## src/rtl/seg7_pkg.sv

```systemverilog
// Shared constants for 7-segment readback: active-low segment patterns, tracker states, digit width.
// Combinational only; no latency and no flow control.
package seg7_pkg;

   localparam int DIGIT_W = 3;
   localparam int SEG_W   = 7;

   // Active-low, bit6..bit0 = g,f,e,d,c,b,a
   localparam logic [SEG_W-1:0] SEG_0 = 7'b1000000;
   localparam logic [SEG_W-1:0] SEG_1 = 7'b1111001;
   localparam logic [SEG_W-1:0] SEG_2 = 7'b0100100;
   localparam logic [SEG_W-1:0] SEG_3 = 7'b0110000;
   localparam logic [SEG_W-1:0] SEG_4 = 7'b0011001;
   localparam logic [SEG_W-1:0] SEG_5 = 7'b0010010;
   localparam logic [SEG_W-1:0] SEG_6 = 7'b0000010;
   localparam logic [SEG_W-1:0] SEG_7 = 7'b1111000;

   typedef enum logic [1:0] {
      ST_HUNT   = 2'd0,
      ST_SYNC   = 2'd1,
      ST_LOCKED = 2'd2
   } state_t;

   function automatic logic [DIGIT_W-1:0] next_digit(input logic [DIGIT_W-1:0] cur,
                                                     input logic             up);
      return up ? cur + DIGIT_W'(1) : cur - DIGIT_W'(1);
   endfunction

endpackage

```

## src/rtl/seg7_decode.sv

```systemverilog
// Maps an active-low 7-segment pattern back to its digit and flags patterns that match no digit.
// Purely combinational; no latency, no flow control.
module seg7_decode
   import seg7_pkg::*;
(
   input  logic [SEG_W-1:0]   pattern,
   output logic [DIGIT_W-1:0] digit,
   output logic               legal
);

   always_comb begin
      digit = '0;
      legal = 1'b1;
      case (pattern)
         SEG_0:   digit = 3'd0;
         SEG_1:   digit = 3'd1;
         SEG_2:   digit = 3'd2;
         SEG_3:   digit = 3'd3;
         SEG_4:   digit = 3'd4;
         SEG_5:   digit = 3'd5;
         SEG_6:   digit = 3'd6;
         SEG_7:   digit = 3'd7;
         default: legal = 1'b0;
      endcase
   end

endmodule

```

## config.mk

```make
export PLATFORM = sky130hd
export DESIGN_NAME = seg7_decode
export DESIGN_NICKNAME = d
export VERILOG_FILES = /design/src/rtl/seg7_pkg.sv /design/src/rtl/seg7_decode.sv
export SDC_FILE = /design/constraint.sdc
export NUM_CORES = 1
export LEC_CHECK = 0
export CAP_MARGIN = 20
export CORE_AREA = 2 2 39 41
export DETAILED_ROUTE_END_ITERATION = 16
export DIE_AREA = 0 0 41 43
export PLACE_DENSITY = 0.43
export REMOVE_ABC_BUFFERS = 1
export SETUP_SLACK_MARGIN = 0.05
export SYNTH_ARGS = -nofsm -noshare
export SYNTH_HDL_FRONTEND = slang
export SYNTH_SLANG_ARGS = --single-unit
```

## constraint.sdc

```tcl
create_clock -name vclk -period 3.4
set_input_delay 0.68 -clock vclk [all_inputs]
set_output_delay 0.68 -clock vclk [all_outputs]
set_load 0.02 [all_outputs]
```

Yosys cells after proc, flatten, opt, wreduce, memory -nomap -nowiden
Cells that the tools add are included.

Word-level logic and storage cells: 11. Input bits: 7. Bits in registers: 0. Output and inout port bits: 4.

Muxes and demuxes: 2. Reduce and logical (&&, ||, !) cells: 1. Equality and inequality tests: 8.

Operator list (count): $eq 7x7->1 const B (3); $pmux 3 s7 (1); $eq 7x5->1 const B (2); $eq 7x6->1 const B (2); $reduce_or 8->1 (1); $eq 7x2->1 const B (1); $mux 1 (1).

Depth between registers and ports, before layout
Gate-level depths: netlist (run 1).

Depth after elaboration: 3. Gate-level depth with buffers: 5. Depth with buffers taken out: 4.

Worst setup path before layout (run 1)
OpenSTA, ideal clock, no wires.

Kind: in2out. From: input port pattern[3]. To: output port legal. Required time: 2.720 ns. Data arrival time: 1.838 ns. Buffers on the path: 1. Slack: 0.882 ns. Stages on the path: 4. Cell sequence: clkbuf_1 -> or4_4 -> a2111oi_4 -> a211o_1.

Cells in the longest elaborated chain, start to end: 3. Elaborated cells between the ends (all ways): 10. Those cells by class: eq/ne (8); mux (1); reduce/logical (1).

Ends and longest elaborated chain: start, declared (RTL line seg7_decode.sv:6) `input logic [SEG_W-1:0] pattern,`; $eq 7x7->1, or another cell as far along (RTL line seg7_decode.sv:14) `case (pattern)`; $reduce_or 8->1 (no line) (*); $mux 1 (*) (RTL line seg7_decode.sv:14); end, declared (RTL line seg7_decode.sv:8) `output logic legal`.

Every way passes the cells marked *; elsewhere a longest branch is shown, timed or not.

Final worst setup path (run 1)
From: input port pattern[0]. To: output port digit[0].

Cells in the longest elaborated chain, start to end: 2. Elaborated cells between the ends (all ways): 8. Those cells by class: eq/ne (7); mux (1).

Ends and longest elaborated chain: $eq 7x7->1, or another cell as far along (RTL line seg7_decode.sv:14); $pmux 3 s7 (*) (RTL line seg7_decode.sv:14); end, declared (RTL line seg7_decode.sv:7) `output logic [DIGIT_W-1:0] digit,`.

Marked as above.

==> impl_results.md, run 1 <==
- Status: finished, final reports clean
- Vias in the first global route: roughly 230
- Seq/Total Area, Yosys: 0%
- Combinational fraction of design power: 100.0%
- Drt drc: 0
- Final hold slack: 2271 ps
- Largest net degree at the start of global routing: 9
- Critical Path Most Common Cell: clkdlybuf4s50_1
- Critical path type: input port to output pin
- Critical path endpoint category: output pin
- Via-to-Cell Ratio: roughly 4.7
- Final Wtd Congestion: between 0.7 and 0.8
- Starting density of the core: 12.66%
- GR Util All Layers: between 7 and 8%
- Std-Cell Rows: 14
- Initial DRC count: 8
- First-pass GRT wire length: just under 1 mm
- Final min period: around 3200 ps
- Worst stage delay on the critical path: ~600 ps
- LEAKAGE: about 0.13 nW
- Seq cells: 0
- Crit path buf inv count: 3
- Synthesized area: between 150 and 200 um2
- Total negative slack: 0 ps
- Chip height: ~43 um
- Post-Syn Instances: 25
- Wirelength, routed: roughly 590 um
- Final Cycle Share: 92.90%
- Register area: 0 um2
- Drt pass-1 iters: 2
- Via Count: between 200 and 300
- DIE WIDTH: roughly 41 um
- Wire per inst: ~11 um
- Flop pwr share: 0%
- RSZ-0062 raised after global routing: false
- NumNets Final: 47
- Max Freq: around 0.32 GHz
- Post-CTS Hold Fix Bufs: 0
- Relative slew slack: about four fifths
- CP Max Fanout: 6
- Final setup violation count: 0
- Worst VDD drop: 47.49 uV
- Family with the most delay on the worst path: buffers and inverters
- Most common cell after layout, fill and taps aside: clkdlybuf4s50_1
- Count of pins over their slew limit: 0
- Yosys Warn Count: 0
- Clock buf count: 0
- Initial antenna violation count: 0
- # IOs: 11
- Final ANT Viol Nets: 0
- Yosys cell types: 20
- HP Class: input port to output pin
- Internal cell power: ~0.017 mW
- Port buffer count: 11
- Antenna cells: 0
- Critical Path RT: 2720 ps
- Top-area cell type share of the netlist area: 15.71%
- Die area: ~1800 um2
- Startpoint types: input port
- Grt ovf: 0
- Clock share of power: 0%
- Final-report hold violation count: 0
- CORE AREA: 1384 um2
- Layout area overhead: 91.43%
- Cell taking the most area after synthesis: a2111oi_4
- Max_cap viols: 0
- Most frequent cells in the layout: clkdlybuf4s50_1 (9), buf_4 (4), nor3_1 (3), nand4_1 (3)
- Sw frac: a little under half
- CP arrival: about 2500 ps
- HPWL after DPL: approximately 460 um
- Pwr dens: approximately 96 nW/um2
- Cell at the slowest stage of the critical path: clkdlybuf4s50_1
- Share of post-route cells with drive strength above 1: between 10% and 20%
- Total Power: between 0.03 and 0.04 mW
- Top cells by area, synth: a2111oi_4 (16%), nand4_1 (11%), nor3_1 (8.6%)
- Worst path cell trace: clkdlybuf4s50_1, buf_4, nor4_2, nand2_1, o21ai_0, and2_1, clkdlybuf4s50_1
- Slew at the pin with the worst max-slew slack: about 270 ps
- Sw Pwr: around 0.015 mW
- Mean Syn Cell Area: ~7.0 um2
- Post-layout util: around a quarter
-- routing by layer --
| layer | share of wire (%) | track usage, % | vias up |
|---|---|---|---|
| met5 | 0 | 0 | - |
| met1 | 46 | 10.44 | 119 |
| met3 | 6.2 | 0 | 0 |
| met4 | 0 | 0 | 0 |
| met2 | 47 | 12.81 | 8 |
| li1 | - | - | 127 |
-- Yosys cell counts --
library cell  instances
a31oi_1               1
xnor2_1               1
nand3b_1              1
o32ai_1               1
nor3_1                3
nor4_1                1
o21ai_0               1
and2_1                1
nor2b_1               1
nand3_1               1
nand2b_1              1
inv_1                 1
a211o_1               1
nand4_1               3
nor3b_1               1
nand2_1               1
or4_4                 1
clkbuf_1              2
a21oi_1               1
a2111oi_4             1
-- power groups by stage --
stage | registers [mW] | logic (mW) | clock network (mW)
floorplan | 0 | 0.0102 | 0
global placement | 0 | 0.0315 | 0
detailed placement | 0 | 0.0320 | 0
CTS | 0 | 0.0318 | 0
global route | 0 | 0.0349 | 0
finish | 0 | 0.0322 | 0
-- cells by family after synthesis --
logic type             after synthesis  synth area share, %
AO/OA/AOI/OAI                        6                35.00
XOR/XNOR                             1                5.001
buffers and inverters                3                6.428
AND/OR/NAND/NOR                     15                53.58
-- stage by stage --
step,cell area (um2),setup WS (ps),cells
CTS,326.6,121.1,54
detailed placement,327.8,-32.49,54
global route,335.3,121.2,54
finish,335.3,241.5,54
global placement,327.8,-24.71,54
floorplan,167.7,947.8,23
-- layout make-up --
| type | instances | area, um2 |
|---|---|---|
| Tap cell | 16 | 20.02 |
| Multi-Input combinational cell | 22 | 170.2 |
| Fill cell | 143 | 1049 |
| Timing Repair Buffer | 15 | 141.4 |
| Inverter | 1 | 3.754 |
-- what timing repair did --
action	4_1_cts	5_1_grt
setup endpoints to repair	1	2
gates resized for setup	1	2
setup buffers	0	0
-- final timing paths --
kind	slack (ps)	startpoint	depth (start not counted)	to
setup / recovery	240	pattern[0]	7	digit[0]
hold / removal	2270	pattern[4]	4	digit[1]
Note: power is estimated with default switching activity, not from simulation.
==> run 2, diff against run 1 <==
==> constraint.sdc (replaced) <==
create_clock -name vclk -period 3.4
set_input_delay 0.34 -clock vclk [all_inputs]
set_output_delay 0.34 -clock vclk [all_outputs]
set_load 0.02 [all_outputs]
==> run 2 against run 1 <==
Net effect: sequential share of layout area unchanged; die area unchanged; flip-flop and latch count unchanged; routed wire length fell by 5.8%; final cell count decreased by 7.4%; combinational power down 12%; design area decreased by 11%; critical path type unchanged; largest power group unchanged; highest routed layer unchanged.
==> impl_results.md, run 2 (same netlist as run 1, synthesis figures left out) <==
- Status: finished, final reports clean
- Final Cycle Share: 84.67% (-8.2 points)
- GR Util All Layers: 5.994% (-1.4 points)
- Critical path endpoint category: output pin
- Largest net degree at the start of global routing: 10 (+1)
- CP arrival: 2540 ps (+60 ps)
- Final-report hold violation count: 0 (unchanged)
- Starting density of the core: 12.66% (unchanged)
- Die area: 1763 um2 (unchanged)
- Std-Cell Rows: 14 (unchanged)
- Cell at the slowest stage of the critical path: clkdlybuf4s50_1
- HPWL after DPL: 419.8 um (-8.6%)
- Antenna cells: 0 (unchanged)
- Critical Path RT: 3060 ps (+340 ps)
- CP Max Fanout: 7 (+1)
- Wire per inst: 11.02 um (+1.7%)
- Clock buf count: 0 (unchanged)
- HP Class: input port to output pin
- Final WS setup: 521.1 ps (+279.6 ps)
- Post-CTS Hold Fix Bufs: 0 (unchanged)
- Chip height: 43 um (unchanged)
- Final setup violation count: 0 (unchanged)
- Final min period: 2879 ps (-279.6 ps)
- Fill count: 154 (+7.7%)
- Via Count: 246 (-3.1%)
- Min-delay src: pattern[4]
- Slew at the pin with the worst max-slew slack: 332.1 ps (+61.64 ps)
- Post-cts gate resize count: 0 (-1)
- Worst stage delay on the critical path: 600 ps (about the same)
- Grt ovf: 0 (unchanged)
- Via-to-Cell Ratio: 4.920 (+4.6%)
- Drt pass-1 iters: 4 (+2)
- # IOs: 11 (unchanged)
- Setup Fix Bufs, Post-CTS: 0 (unchanged)
- Post-layout util: 21.52% (-2.7 points)
- Vias in the first global route: 201 (-13%)
- Drt drc: 0 (unchanged)
- Critical path type: input port to output pin
- Total negative slack: 0 ps (unchanged)
- Port buffer count: 11 (unchanged)
- Register area: 0 um2 (unchanged)
- Worst path cell trace: clkdlybuf4s50_1, or4_4, a2111oi_4, a211o_1, clkdlybuf4s50_1
- Relative slew slack: 77.65% (-4.2 points)
- RSZ-0062 raised after global routing: false
- DIE WIDTH: 41 um (unchanged)
- Startpoint types: input port
- Seq cells: 0 (unchanged)
- Worst VDD drop: 32.46 uV (-32%)
- Place WS: 519.8 ps (+552.3 ps)
- First-pass GRT wire length: 800 um (-18%)
- CORE AREA: 1384 um2 (unchanged)
- Count of pins over their slew limit: 0 (unchanged)
- Critical Path Most Common Cell: clkdlybuf4s50_1
- Worst Hold Path EP: digit[1]
- Share of post-route cells with drive strength above 1: 5.882% (-13 points)
- Pwr dens: 95.43 nW/um2 (-0.50%)
- Initial DRC count: 3 (-5)
- Most common cell after layout, fill and taps aside: clkdlybuf4s50_1
- LEAKAGE: 0.08758 nW (-33%)
- WHS Path Cells: 3 (-1)
- Multi-input logic area: 163.9 um2 (-3.7%)
- Final ANT Viol Nets: 0 (unchanged)
- Layout area overhead: 70.00%
- Max Freq: 0.3474 GHz (+9.7%)
- Final Wtd Congestion: 0.7596 (-1.2%)
- Most frequent cells in the layout: clkdlybuf4s50_1 (11), nor3_1 (3), nand4_1 (3)
- Max_cap viols: 0 (unchanged)
- NumNets Final: 43 (-8.5%)
- Wirelength, routed: 551 um (-5.8%)
- Initial antenna violation count: 0 (unchanged)
[run 2: per-layer routing]
layer / track usage, % / vias up / wire length, um
met1: 8.544 / 110 / 259
met2: 9.688 / 16 / 234
met3: 1.047 / 0 / 57
met4: 0 / 0 / 0
met5: 0 / - / 0
li1: - / 120 / -
[run 2: final cells by class]
type | count | share of cell area [%]
timing repair buffer | 11 | 36.97
multi-input combinational | 22 | 55.04
tap | 16 | 6.723
inverter | 1 | 1.261
[run 2: worst max-delay path by stage]
| stage | from | endpoint | slack [ps] | cells past startpoint |
|---|---|---|---|---|
| 3_3_place_gp | pattern[0] | legal | 510 | 5 |
| 3_5_place_dp | pattern[0] | legal | 520 | 5 |
| 2_1_floorplan | pattern[0] | legal | 1630 | 3 |
| 5_1_grt | pattern[0] | legal | 450 | 5 |
| 4_1_cts | pattern[0] | legal | 510 | 5 |
| 6_report | pattern[0] | legal | 520 | 5 |
[run 2: critical path, delay by kind of cell]
kind	cells	cell delay [ps]
simple gates	1	590
buf+inv	2	1130
compound gates	2	480
[run 2: power breakdown]
part / internal, mW / leakage [nW] / switching, mW
sequential: 0 / 0 / 0
combinational: 0.0141 / 0.0876 / 0.0143
clock: 0 / 0 / 0
total: 0.0141 / 0.0876 / 0.0143
[run 2: per-stage QoR]
step	instance area (um2)	cells	power, mW	hold WS (ps)
5_1_grt	297.8	50	0.03027	1980
2_1_floorplan	167.7	23	0.01019	833.6
3_3_place_gp	297.8	50	0.02789	1903
3_5_place_dp	297.8	50	0.02813	1908
4_1_cts	297.8	50	0.02827	1916
6_report	297.8	50	0.02842	1914
==> run 3, diff against run 2 <==
==> constraint.sdc (replaced) <==
create_clock -name vclk -period 3
set_input_delay 0.3 -clock vclk [all_inputs]
set_output_delay 0.3 -clock vclk [all_outputs]
set_load 0.02 [all_outputs]
==> run 3 against run 2 <==
Net effect: via count decreased by 1.6%; total power increased by 20%; flip-flop and latch count unchanged; routed wire length decreased by 0.36%; global-route usage increased by 0.70 points; die area unchanged; critical path type unchanged; largest cell class unchanged; highest routed layer unchanged.
==> impl_results.md, run 3 (same netlist as run 1, synthesis figures left out) <==
- Status: finished, final reports clean
- Most frequent cells in the layout: clkdlybuf4s50_1 (11), nor3_1 (3), nand4_1 (3)
- Die area: 1763 um2 (unchanged)
- Std-Cell Rows: 14 (unchanged)
- Critical Path RT: 2700 ps (-360 ps)
- M2 GR Usage: 10.00% (+0.31 points)
- Final min period: about 2700 ps
- Final ANT Viol Nets: 0 (unchanged)
- HP Class: input port to output pin
- Post-cts gate resize count: 0 (unchanged)
- Register area: 0 um2 (unchanged)
- LEAKAGE: 0.09719 nW (+11%)
- Pwr dens: 108.9 nW/um2 (+14%)
- Critical path type: input port to output pin
- Drt drc: 0 (unchanged)
- Final WS setup: 257.8 ps (-263.4 ps)
- Worst VDD drop: 52.68 uV (+62%)
- Worst stage delay on the critical path: 590 ps (about the same)
- Met3 usage: 2.094% (+1.0 points)
- Critical path endpoint category: output pin
- Initial antenna violation count: 0 (unchanged)
- Wire per inst: 10.56 um (-4.2%)
- Layer with the highest usage: met2
- Crit path buf inv count: 2 (unchanged)
- Min-delay src: pattern[4]
- CP Max Fanout: 6 (-1)
- Grt ovf: 0 (unchanged)
- Seq cells: 0 (unchanged)
- Design area: 312.8 um2 (+5.0%)
- Max Freq: roughly 0.36 GHz
- Cell at the slowest stage of the critical path: clkdlybuf4s50_1
- CORE AREA: 1384 um2 (unchanged)
- Max_cap viols: 0 (unchanged)
- Setup Fix Bufs, Post-CTS: 0 (unchanged)
- Largest net degree at the start of global routing: 9 (-1)
- RSZ-0062 raised after global routing: false
- Vias in the first global route: 214 (+6.5%)
- Place WS: 260.8 ps (-259.0 ps)
- Placement Cell Area: 312.8 um2 (+5.0%)
- Most common cell after layout, fill and taps aside: clkdlybuf4s50_1
- Wirelength, routed: 549 um (-0.36%)
- WHS Path Cells: 3 (unchanged)
- Antenna cells: 0 (unchanged)
- Worst Hold Path EP: digit[1]
- CP arrival: 2440 ps (-100 ps)
- Startpoint types: input port
- Post-CTS Hold Fix Bufs: 0 (unchanged)
- Clock buf count: 0 (unchanged)
- Post-layout util: 22.60% (+1.1 points)
- First-pass GRT wire length: 910 um (+14%)
- Share of post-route cells with drive strength above 1: 11.11% (+5.2 points)
- Drt pass-1 iters: 3 (-1)
- DIE WIDTH: 41 um (unchanged)
- Critical Path Most Common Cell: clkdlybuf4s50_1
- Final-report hold violation count: 0 (unchanged)
- Starting density of the core: 12.66% (unchanged)
- Count of pins over their slew limit: 0 (unchanged)
- Total negative slack: 0 ps (unchanged)
- # IOs: 11 (unchanged)
- Final Cycle Share: ~91%
- Worst path cell trace: clkdlybuf4s50_1, or4_4, a2111oi_4, a211o_1, clkdlybuf4s50_1
- Initial DRC count: 4 (+1)
- Layout area overhead: 78.57%
- Via-to-Cell Ratio: 4.654 (-5.4%)
- NumNets Final: 45 (+4.7%)
- Via Count: 242 (-1.6%)
- Fill count: 156 (+1.3%)
- Met1 GRT Util: 9.810% (+1.3 points)
- Family with the most delay on the worst path: buffers and inverters
- GR Util All Layers: 6.693% (+0.70 points)
- Relative slew slack: 77.42% (-0.24 points)
- Total Power: 0.03405 mW (+20%)
- Final Wtd Congestion: 0.7952 (+4.7%)
- Final setup violation count: 0 (unchanged)
- Chip height: 43 um (unchanged)
- Port buffer count: 11 (unchanged)
- Slew at the pin with the worst max-slew slack: 335.6 ps (+3.507 ps)
## run 3: worst max-delay path by stage
| stage | cells past startpoint | start | to | slack (ps) |
|---|---|---|---|---|
| after floorplan | 3 | pattern[0] | legal | 1310 |
| after global placement | 5 | pattern[5] | legal | 240 |
| after detailed placement | 5 | pattern[5] | legal | 260 |
| after CTS | 5 | pattern[5] | legal | 250 |
| after global routing | 5 | pattern[5] | legal | 180 |
| final | 5 | pattern[5] | legal | 260 |
## run 3: stage by stage
stage,cells,hold slack (ps)
after global routing,52,1892
final,52,1839
after floorplan,23,753.6
after CTS,52,1842
after detailed placement,52,1834
after global placement,52,1828
## run 3: cell type report
class / count / area, um2 / area share, %
Tap cell: 16 / 20.02 / 6.400
Inverter: 1 / 3.754 / 1.200
Timing Repair Buffer: 13 / 125.1 / 40.00
Multi-Input combinational cell: 22 / 163.9 / 52.40
## run 3: power breakdown
group | total [mW] | internal, mW | switching (mW) | leakage, nW
Combinational | 0.0340 | 0.0177 | 0.0164 | 0.0972
Clock | 0 | 0 | 0 | 0
Sequential | 0 | 0 | 0 | 0
Total | 0.0340 | 0.0177 | 0.0164 | 0.0972
## run 3: worst min-delay path: cells and delay by family
family          cells  cell delay (ps)
compound gates      1              130
buf+inv             2             1100
## run 3: per-layer routing
| layer | part of all wire [%] | vias up |
|---|---|---|
| met2 | 44 | 8 |
| met1 | 44 | 111 |
| met5 | 0 | - |
| li1 | - | 123 |
| met4 | 0 | 0 |
| met3 | 11 | 0 |
